`config.mk`:
```
export PLATFORM = sky130hd
export DESIGN_NAME = dpram_fifo_ctrl_flat
export DESIGN_NICKNAME = d
export VERILOG_FILES = /design/src/rtl/dpram_fifo_ctrl_if.sv /design/src/rtl/dpram_fifo_ctrl.sv /design/src/flat_wrapper.sv
export SDC_FILE = /design/constraint.sdc
export NUM_CORES = 1
export LEC_CHECK = 0
export ABC_AREA = 1
export CAP_MARGIN = 5
export CORE_ASPECT_RATIO = 0.6
export CORE_MARGIN = 1
export CORE_UTILIZATION = 45
export CTS_BUF_LIST = sky130_fd_sc_hd__clkbuf_4 sky130_fd_sc_hd__clkbuf_8 sky130_fd_sc_hd__clkbuf_16
export CTS_CLUSTER_DIAMETER = 80
export DETAILED_ROUTE_END_ITERATION = 7
export PLACE_DENSITY_LB_ADDON = 0.12
export SLEW_MARGIN = 20
export SYNTH_ARGS = -nofsm -noshare
export SYNTH_HDL_FRONTEND = slang
export SYNTH_SLANG_ARGS = --single-unit
```
`constraint.sdc`:
```
create_clock -name clk -period 2.6 [get_ports clk]
set_input_delay 0.52 -clock clk [delete_from_list [all_inputs] [get_ports clk]]
set_output_delay 0.52 -clock clk [all_outputs]
set_load 0.02 [all_outputs]
```
`src/rtl/dpram_fifo_ctrl_if.sv`:
```
// Producer/consumer handshake and RAM port bundle
// for the dual-port-RAM FIFO controller.
interface dpram_fifo_ctrl_if #(
  parameter int AW = 8,
  parameter int DW = 8
);
  logic          wr_en;
  logic [DW-1:0] wr_data;
  logic          full;
  logic          almost_full;
  logic          rd_en;
  logic [DW-1:0] rd_data;
  logic          rd_valid;
  logic          empty;
  logic [AW:0]   count;
  logic          overflow;
  logic          underflow;
  logic          ram_ena;
  logic          ram_wea;
  logic [AW-1:0] ram_addra;
  logic [DW-1:0] ram_dina;
  logic          ram_enb;
  logic [AW-1:0] ram_addrb;
  logic [DW-1:0] ram_doutb;

  modport master (
    output wr_en, wr_data, rd_en, ram_doutb,
    input  full, almost_full, rd_data, rd_valid,
    input  empty, count, overflow, underflow,
    input  ram_ena, ram_wea, ram_addra, ram_dina,
    input  ram_enb, ram_addrb
  );

  modport slave (
    input  wr_en, wr_data, rd_en, ram_doutb,
    output full, almost_full, rd_data, rd_valid,
    output empty, count, overflow, underflow,
    output ram_ena, ram_wea, ram_addra, ram_dina,
    output ram_enb, ram_addrb
  );
endinterface

```
`src/rtl/dpram_fifo_ctrl.sv`:
```
// Synchronous FIFO sequencer driving write port A
// and read port B of a simple dual-port block RAM.
module dpram_fifo_ctrl #(
  parameter int AW           = 8,
  parameter int DW           = 8,
  parameter int AFULL_THRESH = 240
) (
  input logic               clk,
  input logic               rst_n,
  dpram_fifo_ctrl_if.slave  bus
);
  localparam logic [AW:0] DEPTH = {1'b1, {AW{1'b0}}};
  localparam logic [AW:0] AFULL = (AW+1)'(AFULL_THRESH);

  logic [AW-1:0] wr_ptr;
  logic [AW-1:0] rd_ptr;
  logic [AW:0]   cnt;
  logic          rvld;
  logic          ovf;
  logic          unf;
  logic          is_full;
  logic          is_empty;
  logic          push_ok;
  logic          pop_ok;

  assign is_full  = (cnt == DEPTH);
  assign is_empty = (cnt == '0);

  // Gating with rst_n keeps the RAM untouched while reset is held.
  assign push_ok = rst_n & bus.wr_en & ~is_full;
  assign pop_ok  = rst_n & bus.rd_en & ~is_empty;

  always_ff @(posedge clk) begin
    if (!rst_n) begin
      wr_ptr <= '0;
      rd_ptr <= '0;
      cnt    <= '0;
      rvld   <= 1'b0;
      ovf    <= 1'b0;
      unf    <= 1'b0;
    end else begin
      if (push_ok) wr_ptr <= wr_ptr + 1'b1;
      if (pop_ok)  rd_ptr <= rd_ptr + 1'b1;
      case ({push_ok, pop_ok})
        2'b10:   cnt <= cnt + 1'b1;
        2'b01:   cnt <= cnt - 1'b1;
        default: cnt <= cnt;
      endcase
      rvld <= pop_ok;
      if (bus.wr_en && is_full)  ovf <= 1'b1;
      if (bus.rd_en && is_empty) unf <= 1'b1;
    end
  end

  assign bus.full        = is_full;
  assign bus.empty       = is_empty;
  assign bus.almost_full = (cnt >= AFULL);
  assign bus.count       = cnt;
  assign bus.overflow    = ovf;
  assign bus.underflow   = unf;
  assign bus.rd_valid    = rvld;
  assign bus.rd_data     = bus.ram_doutb;
  assign bus.ram_ena     = push_ok;
  assign bus.ram_wea     = push_ok;
  assign bus.ram_addra   = wr_ptr;
  assign bus.ram_dina    = bus.wr_data;
  assign bus.ram_enb     = pop_ok;
  assign bus.ram_addrb   = rd_ptr;
endmodule

```
`src/flat_wrapper.sv`:
```
// flat-port wrapper written by rule: the top's interface ports become plain ports
module dpram_fifo_ctrl_flat 
#(
  parameter int AW           = 8,
  parameter int DW           = 8,
  parameter int AFULL_THRESH = 240
)
  (clk, rst_n, bus_wr_en, bus_wr_data, bus_rd_en, bus_ram_doutb, bus_full, bus_almost_full, bus_rd_data, bus_rd_valid, bus_empty, bus_count, bus_overflow, bus_underflow, bus_ram_ena, bus_ram_wea, bus_ram_addra, bus_ram_dina, bus_ram_enb, bus_ram_addrb);
  dpram_fifo_ctrl_if #(.AW(AW), .DW(DW)) bus_i ();
  input logic clk;
  input logic rst_n;
  input wire logic [$bits(bus_i.wr_en)-1:0] bus_wr_en;
  input wire logic [$bits(bus_i.wr_data)-1:0] bus_wr_data;
  input wire logic [$bits(bus_i.rd_en)-1:0] bus_rd_en;
  input wire logic [$bits(bus_i.ram_doutb)-1:0] bus_ram_doutb;
  output wire logic [$bits(bus_i.full)-1:0] bus_full;
  output wire logic [$bits(bus_i.almost_full)-1:0] bus_almost_full;
  output wire logic [$bits(bus_i.rd_data)-1:0] bus_rd_data;
  output wire logic [$bits(bus_i.rd_valid)-1:0] bus_rd_valid;
  output wire logic [$bits(bus_i.empty)-1:0] bus_empty;
  output wire logic [$bits(bus_i.count)-1:0] bus_count;
  output wire logic [$bits(bus_i.overflow)-1:0] bus_overflow;
  output wire logic [$bits(bus_i.underflow)-1:0] bus_underflow;
  output wire logic [$bits(bus_i.ram_ena)-1:0] bus_ram_ena;
  output wire logic [$bits(bus_i.ram_wea)-1:0] bus_ram_wea;
  output wire logic [$bits(bus_i.ram_addra)-1:0] bus_ram_addra;
  output wire logic [$bits(bus_i.ram_dina)-1:0] bus_ram_dina;
  output wire logic [$bits(bus_i.ram_enb)-1:0] bus_ram_enb;
  output wire logic [$bits(bus_i.ram_addrb)-1:0] bus_ram_addrb;
  assign bus_i.wr_en = bus_wr_en;
  assign bus_i.wr_data = bus_wr_data;
  assign bus_i.rd_en = bus_rd_en;
  assign bus_i.ram_doutb = bus_ram_doutb;
  assign bus_full = bus_i.full;
  assign bus_almost_full = bus_i.almost_full;
  assign bus_rd_data = bus_i.rd_data;
  assign bus_rd_valid = bus_i.rd_valid;
  assign bus_empty = bus_i.empty;
  assign bus_count = bus_i.count;
  assign bus_overflow = bus_i.overflow;
  assign bus_underflow = bus_i.underflow;
  assign bus_ram_ena = bus_i.ram_ena;
  assign bus_ram_wea = bus_i.ram_wea;
  assign bus_ram_addra = bus_i.ram_addra;
  assign bus_ram_dina = bus_i.ram_dina;
  assign bus_ram_enb = bus_i.ram_enb;
  assign bus_ram_addrb = bus_i.ram_addrb;
  dpram_fifo_ctrl #(.AW(AW), .DW(DW), .AFULL_THRESH(AFULL_THRESH)) u_core (.clk(clk), .rst_n(rst_n), .bus(bus_i));
endmodule
```
==> flow_metrics.env <==
export IMPL_status="finished clean"
export IMPL_irDropWorstVdd_v=0.000346
export IMPL_whs_path_depth=2
export IMPL_numCtsBuffers=3
export IMPL_reg2reg_from="u_core.bus.count[2]"
export IMPL_r2r_end="u_core.bus.count[6]"
export IMPL_clk_latency_ns=0.27
export IMPL_path_common_cell="nand2_1"
export IMPL_p_leak_nw=1.18
export IMPL_first_pass_iters=4
export IMPL_finalHoldViolations=0
export IMPL_grt_max_degree=16
export IMPL_synthesis_area_mm2=0.00197
export IMPL_worstMarginPinSlew_ns=0.455
export IMPL_hp_class="register to register"
export IMPL_min_delay_start="u_core.bus.underflow"
export IMPL_dpl_hpwl_um=3290
export IMPL_arrival_ns=2.59
export IMPL_synth_nets=312
export IMPL_syn_avg_cell_area_um2=7.02
export IMPL_start_util_pct=47.4
export IMPL_diodes=0
export IMPL_ant_nets=0
export IMPL_syn_to_final_growth_pct=26.3
export IMPL_pre_cts_ws_ns=-0.243
export IMPL_grt_pass1_vias=1658
export IMPL_setup_violations=0
export IMPL_grt_ovfl_total=0
export IMPL_crit_path_start_kind="primary input"
export IMPL_routedWlPerCell_um=11.3
export IMPL_row_count=18
export IMPL_drc=0
export IMPL_critPathSlowestCell="clkdlybuf4s50_1"
export IMPL_drive_above_1_share_pct=19.4
export IMPL_r2r_cells=17
export IMPL_hold_ws_ns=0.456
export IMPL_critPathTopFamily="buffers and inverters"
export IMPL_die_area_mm2=0.00466
export IMPL_core_area_mm2=0.00417
export IMPL_slew_headroom_pct=69.6
export IMPL_ios=70
export IMPL_synthDistinctLibCells=25
export IMPL_multiInputGateArea_mm2=0.00112
export IMPL_fp_dieH_um=53.3
export IMPL_vias=1797
export IMPL_ctsHtreeMaxLevel=1
export IMPL_fin_tns_setup_ns=0
export IMPL_num_fill_cells=408
export IMPL_path_clk_slew_ns=0.10
export IMPL_final_cell_area_mm2=0.00249
export IMPL_timing_max_cap_violations=0
export IMPL_endpoint_kind="register"
export IMPL_required_ns=2.79
export IMPL_r2r_slack_ns=0.21
export IMPL_pwr_density_cell_mw_per_mm2=579
export IMPL_antenna_found_initial=0
export IMPL_seq_area_frac_synth_pct=28.4
export IMPL_final_util_pct=59.8
export IMPL_clock_skew_ns=0.00591
export IMPL_cts_sinks=28
export IMPL_wirelength_um=4330
export IMPL_path_max_fanout=7
export IMPL_ff_latch_area_um2=562
export IMPL_hold_path_end="u_core.bus.underflow"
export IMPL_finalWorstSetupSlack_ns=0.193
export IMPL_synth_warning_count=0
export IMPL_layout_nets=356
export IMPL_grt_usage_pct=20.3
export IMPL_place_area_mm2=0.00241
export IMPL_crit_buf_inv=5
export IMPL_min_period_over_period_pct=92.6
export IMPL_port_buffer_count=37
export IMPL_synthCells=281
export IMPL_worstSetupPathType="primary input to register"
export IMPL_ys_seq_elements=28
export IMPL_clockBufferDepth=2
export IMPL_path_cells="clkdlybuf4s50_1 -> nand2_1 -> inv_1 -> nand2_4 -> inv_1 -> ha_4 -> buf_4 -> fa_1 -> nand2_1 -> nand2_1 -> nand3b_1 -> nand2_1 -> nand2_1 -> nand3_1 -> nand2_1 -> inv_1"
export IMPL_grt_pass1_wl_um=7310
export IMPL_critical_path_max_stage_delay_ns=0.44
export IMPL_gp_congestion=0.770
export IMPL_dr_first_iter_drc_count=64
export IMPL_max_freq_mhz=416
export IMPL_die_w_um=87.5
export IMPL_viasPerCell=4.68
export IMPL_cts_tree="yes"
export IMPL_slew_viol_final=0
export IMPL_cts_root_buf="clkbuf_8"
export IMPL_period_needed_ns=2.41
## cell usage in the layout (no fill, tap or decap), drive strengths merged, types with 2 or more instances in the layout
cell type,n
nand2,81
clkdlybuf4s50,34
inv,33
nand3,31
dfxtp,28
nor2,27
buf,24
a21oi,18
ha,10
o21ai,9
nand3b,7
xnor2,5
clkbuf,4
xor2,3
or2,2
o211ai,2
dlygate4sd2,2
## where the power goes
part,switching (mW),total [mW],internal (mW)
Combinational,0.365,0.667,0.302
Clock,0.135,0.271,0.136
Sequential,0.0348,0.507,0.472
## flip-flops by register name, indices dropped and copies added, names as in the netlist
name,cells
u_core.bus.count,9
u_core.bus.underflow,1
u_core.bus.rd_valid,1
u_core.bus.ram_addrb,8
u_core.bus.overflow,1
u_core.bus.ram_addra,8
## stage by stage
stage          power (mW)  std cells
3_3_place_gp         1.16        379
2_1_floorplan       0.936        281
6_report             1.44        384
4_1_cts              1.44        383
3_5_place_dp         1.16        379
5_1_grt              1.56        384
## Yosys cell counts, drive strengths merged
cell type,n,area (um^2)
xor2,3,26.3
nor2,27,111
o21ai,9,45.0
a21oi,18,128
fa,1,20.0
nand4,1,6.26
o211ai,2,15.0
dfxtp,28,561
nand3,31,155
xnor2,5,43.8
clkbuf,2,7.51
inv,33,124
nand2,81,364
or2,2,12.5
ha,10,125
nand3b,7,52.6
buf,20,173
clkinv,1,3.75
## worst reg2reg max path, delay by kind of cell, from the launching register on
kind                       cells  cell delay (ns)
and+or+nand+nor               12             1.11
adders and majority gates      2             0.59
DFF                            1             0.35
buffers and inverters          3             0.26
## per-layer routing
layer | vias up | track usage, % | part of all wire, %
met3 | 6 | 4.21 | 4.7
met4 | 0 | 4.37 | 0.58
met5 | - | 0 | 0
li1 | 964 | - | -
met1 | 787 | 28.1 | 54
met2 | 40 | 32.3 | 40
## how the worst max path moves through the flow
stage | from | end | slack [ns] | cells past startpoint
detailed placement | rst_n | u_core.bus.count[6] | -0.24 | 15
CTS | u_core.bus.count[2] | u_core.bus.count[8] | 0.03 | 17
floorplan | u_core.bus.count[0] | u_core.bus.count[7] | 0.09 | 15
global placement | rst_n | u_core.bus.count[6] | -0.17 | 15
global route | u_core.bus.count[6] | u_core.bus.count[8] | -0.006 | 17
finish | rst_n | u_core.bus.count[6] | 0.19 | 16
## final cells by class
type | count | share of cell area [%]
Clock buffer | 4 | 2.21
Inverter | 34 | 5.12
Multi-Input combinational cell | 197 | 45.0
Sequential cell | 28 | 22.5
Tap cell | 60 | 3.01
Timing Repair Buffer | 61 | 22.1
## logic make-up after synthesis
| group | synth area share, % |
|---|---|
| buffers and inverters | 15.6 |
| adder cells (fa/ha/maj) | 7.36 |
| AO/OA/AOI/OAI | 9.51 |
| XOR/XNOR | 3.55 |
| AND/OR/NAND/NOR | 35.6 |
| flip-flops | 28.4 |
## repair_timing
action	CTS	global route
hold buffers	0	0
buffers inserted	0	1
gates resized for setup	2	7
pin swaps	0	2
setup endpoints to repair	2	8
Power figures use the tool's default switching activity.
==> RTL edit, RTL diff (same flow settings) <==
`DW` is set to 8 in 3 places; all go to 12.
--- a/src/rtl/dpram_fifo_ctrl_if.sv
+++ b/src/rtl/dpram_fifo_ctrl_if.sv
@@ -4,3 +4,3 @@
   parameter int AW = 8,
-  parameter int DW = 8
+  parameter int DW = 12
 );
--- a/src/rtl/dpram_fifo_ctrl.sv
+++ b/src/rtl/dpram_fifo_ctrl.sv
@@ -4,3 +4,3 @@
   parameter int AW           = 8,
-  parameter int DW           = 8,
+  parameter int DW           = 12,
   parameter int AFULL_THRESH = 240
--- a/src/flat_wrapper.sv
+++ b/src/flat_wrapper.sv
@@ -4,3 +4,3 @@
   parameter int AW           = 8,
-  parameter int DW           = 8,
+  parameter int DW           = 12,
   parameter int AFULL_THRESH = 240
Interface: changed (resized bus_ram_dina, bus_ram_doutb, bus_rd_data and bus_wr_data); port bits go from 70 to 86. The function was not compared with the original's and may differ.
==> RTL edit against the unedited design <==
Cell area fell by 0.95%; via count fell by 0.33%; hold slack improved by 0.0042 ns; worst setup slack got worse by 0.13 ns; wire length fell by 2.4%; global-route usage fell by 1.3 points; non-clock buffer count rose by 1; clock power fell by 14%; area after synthesis rose by 3.0%; sequential cell count did not move; sequential power barely moved; power fell by 3.6%; register-to-register slack got worse by 0.02 ns.
==> RTL edit: results <==
[run_status]
status = "finished, final reports clean"

[drt]
highest_layer = "met4"
met3_wirelength_um = 208
wl_met1_um = 2330
wire_per_inst_um = 11.0
met2WireLength_um = 1660
num_vias = 1791
drt_iter0_markers = 39

[finish]
n_antenna_cell = 0
fin_nets = 365
finalNonFillerCells = 384
drive_gt1_share_pct = 18.5
fillCellCount = 429
largest_reg_flops = 9

[global_routing]
grt.met3_usage_pct = 4.29
grt_pass1_wl_um = 6930
met2_usage_pct = 28.5
grt_pass1_vias = 1521
grtUsageMet1_pct = 27.5
gr-usage-all-layers_pct = 19.0

[cts]
cts_root_buf = "clkbuf_8"
clk_pin_slew_ns = 0.09
htreeDepth = 1
cts.path.max_buffers = 2

[sta]
worst_pin_slew_ns = 0.445
hold_slack_ns = 0.460
skew_ns = 0.00253

[placed_design]
preCtsSetupSlack_ns = -0.256
hpwl_um = 3240
gp_congestion = 0.807
placed_area_um2 = 2430

[synthesis]
synth_xor_area_share_pct = 3.45
netlist_top_cells_count = "nand2_1 (65), inv_1 (33), nand3_1 (31)"
ys_warn_count = 0
netlist_instances = 289
synthAdderAreaFrac_pct = 7.14
async_reset_ff_share_pct = 0
synth_fp_nets = 328
synth.area.mux_share_pct = 0
ys_top_cells_by_area = "dfxtp_1 (28%), nand2_1 (12%), buf_4 (9.2%), nand3_1 (7.6%), ha_1 (6.2%)"
synth-compound-area-share_pct = 9.23
ys_seq_area_share_pct = 27.6

[setup_path]
reg2reg_slack_ns = 0.19
crit_arrival_ns = 2.01
r2r-end = "u_core.bus.count[6]$_SDFFE_PN0P_"
worst-r2r-cell-count = 17
path_max_fanout = 3

[power_and_ir_drop]
sequentialPowerShare_pct = 36.3
ir_worst_vdd_mv = 0.381
power_mw = 1.39
switchingPower_mw = 0.518
clkPwrFrac_pct = 16.6
leakage_nw = 1.16

[worst_hold_path]
whs_path_depth = 2
hold_end = "u_core.bus.underflow$_SDFFE_PN0P_"
min_path_type = "reg -> reg"
## RTL edit: cell count changes after synthesis
cell,delta
buf_4,+8
## RTL edit: cell families (layout without fill, tap and decap cells)
| family | count (synthesis) | count (layout) |
|---|---|---|
| and+or+nand+nor | 149 | 149 |
| buffers and inverters | 64 | 99 |
| AOI/OAI and AO/OA | 29 | 29 |
| adders and majority gates | 11 | 11 |
| DFF | 28 | 28 |
| xor gates and xnor gates | 8 | 8 |
## RTL edit: timing repair
item	CTS	global route
gates resized for setup	2	2
buffers inserted	0	0
setup endpoints to repair	2	7
pin swaps	0	1
gates cloned	0	0
## RTL edit: worst max path at each step
stage | from | to | slack, ns | depth (start not counted)
final | rst_n | bus_ram_enb | 0.07 | 7
after global routing | rst_n | u_core.bus.count[6]$_SDFFE_PN0P_ | -0.01 | 15
after CTS | rst_n | u_core.bus.count[6]$_SDFFE_PN0P_ | 0.04 | 15
after detailed placement | rst_n | u_core.bus.count[6]$_SDFFE_PN0P_ | -0.26 | 15
after global placement | rst_n | u_core.bus.count[6]$_SDFFE_PN0P_ | -0.20 | 15
after floorplan | u_core.bus.count[0]$_SDFFE_PN0P_ | u_core.bus.count[7]$_SDFFE_PN0P_ | 0.09 | 15
## RTL edit: cell type report
cell class / instances / area (µm²) / share of cell area, %
clock buffers: 3 / 41.3 / 1.67
inverters: 34 / 128 / 5.17
multi-input cells: 197 / 1110 / 44.9
flip-flops and latches: 28 / 562 / 22.8
well taps: 60 / 75.1 / 3.04
repair buffers: 62 / 556 / 22.5
## RTL edit: worst max-delay path, cell delays in order
cell and delay, ns:
clkdlybuf4s50_1 0.50, nand2_1 0.06, inv_1 0.10, nand2_4 0.06
inv_1 0.08, buf_4 0.12, clkdlybuf4s50_1 0.59
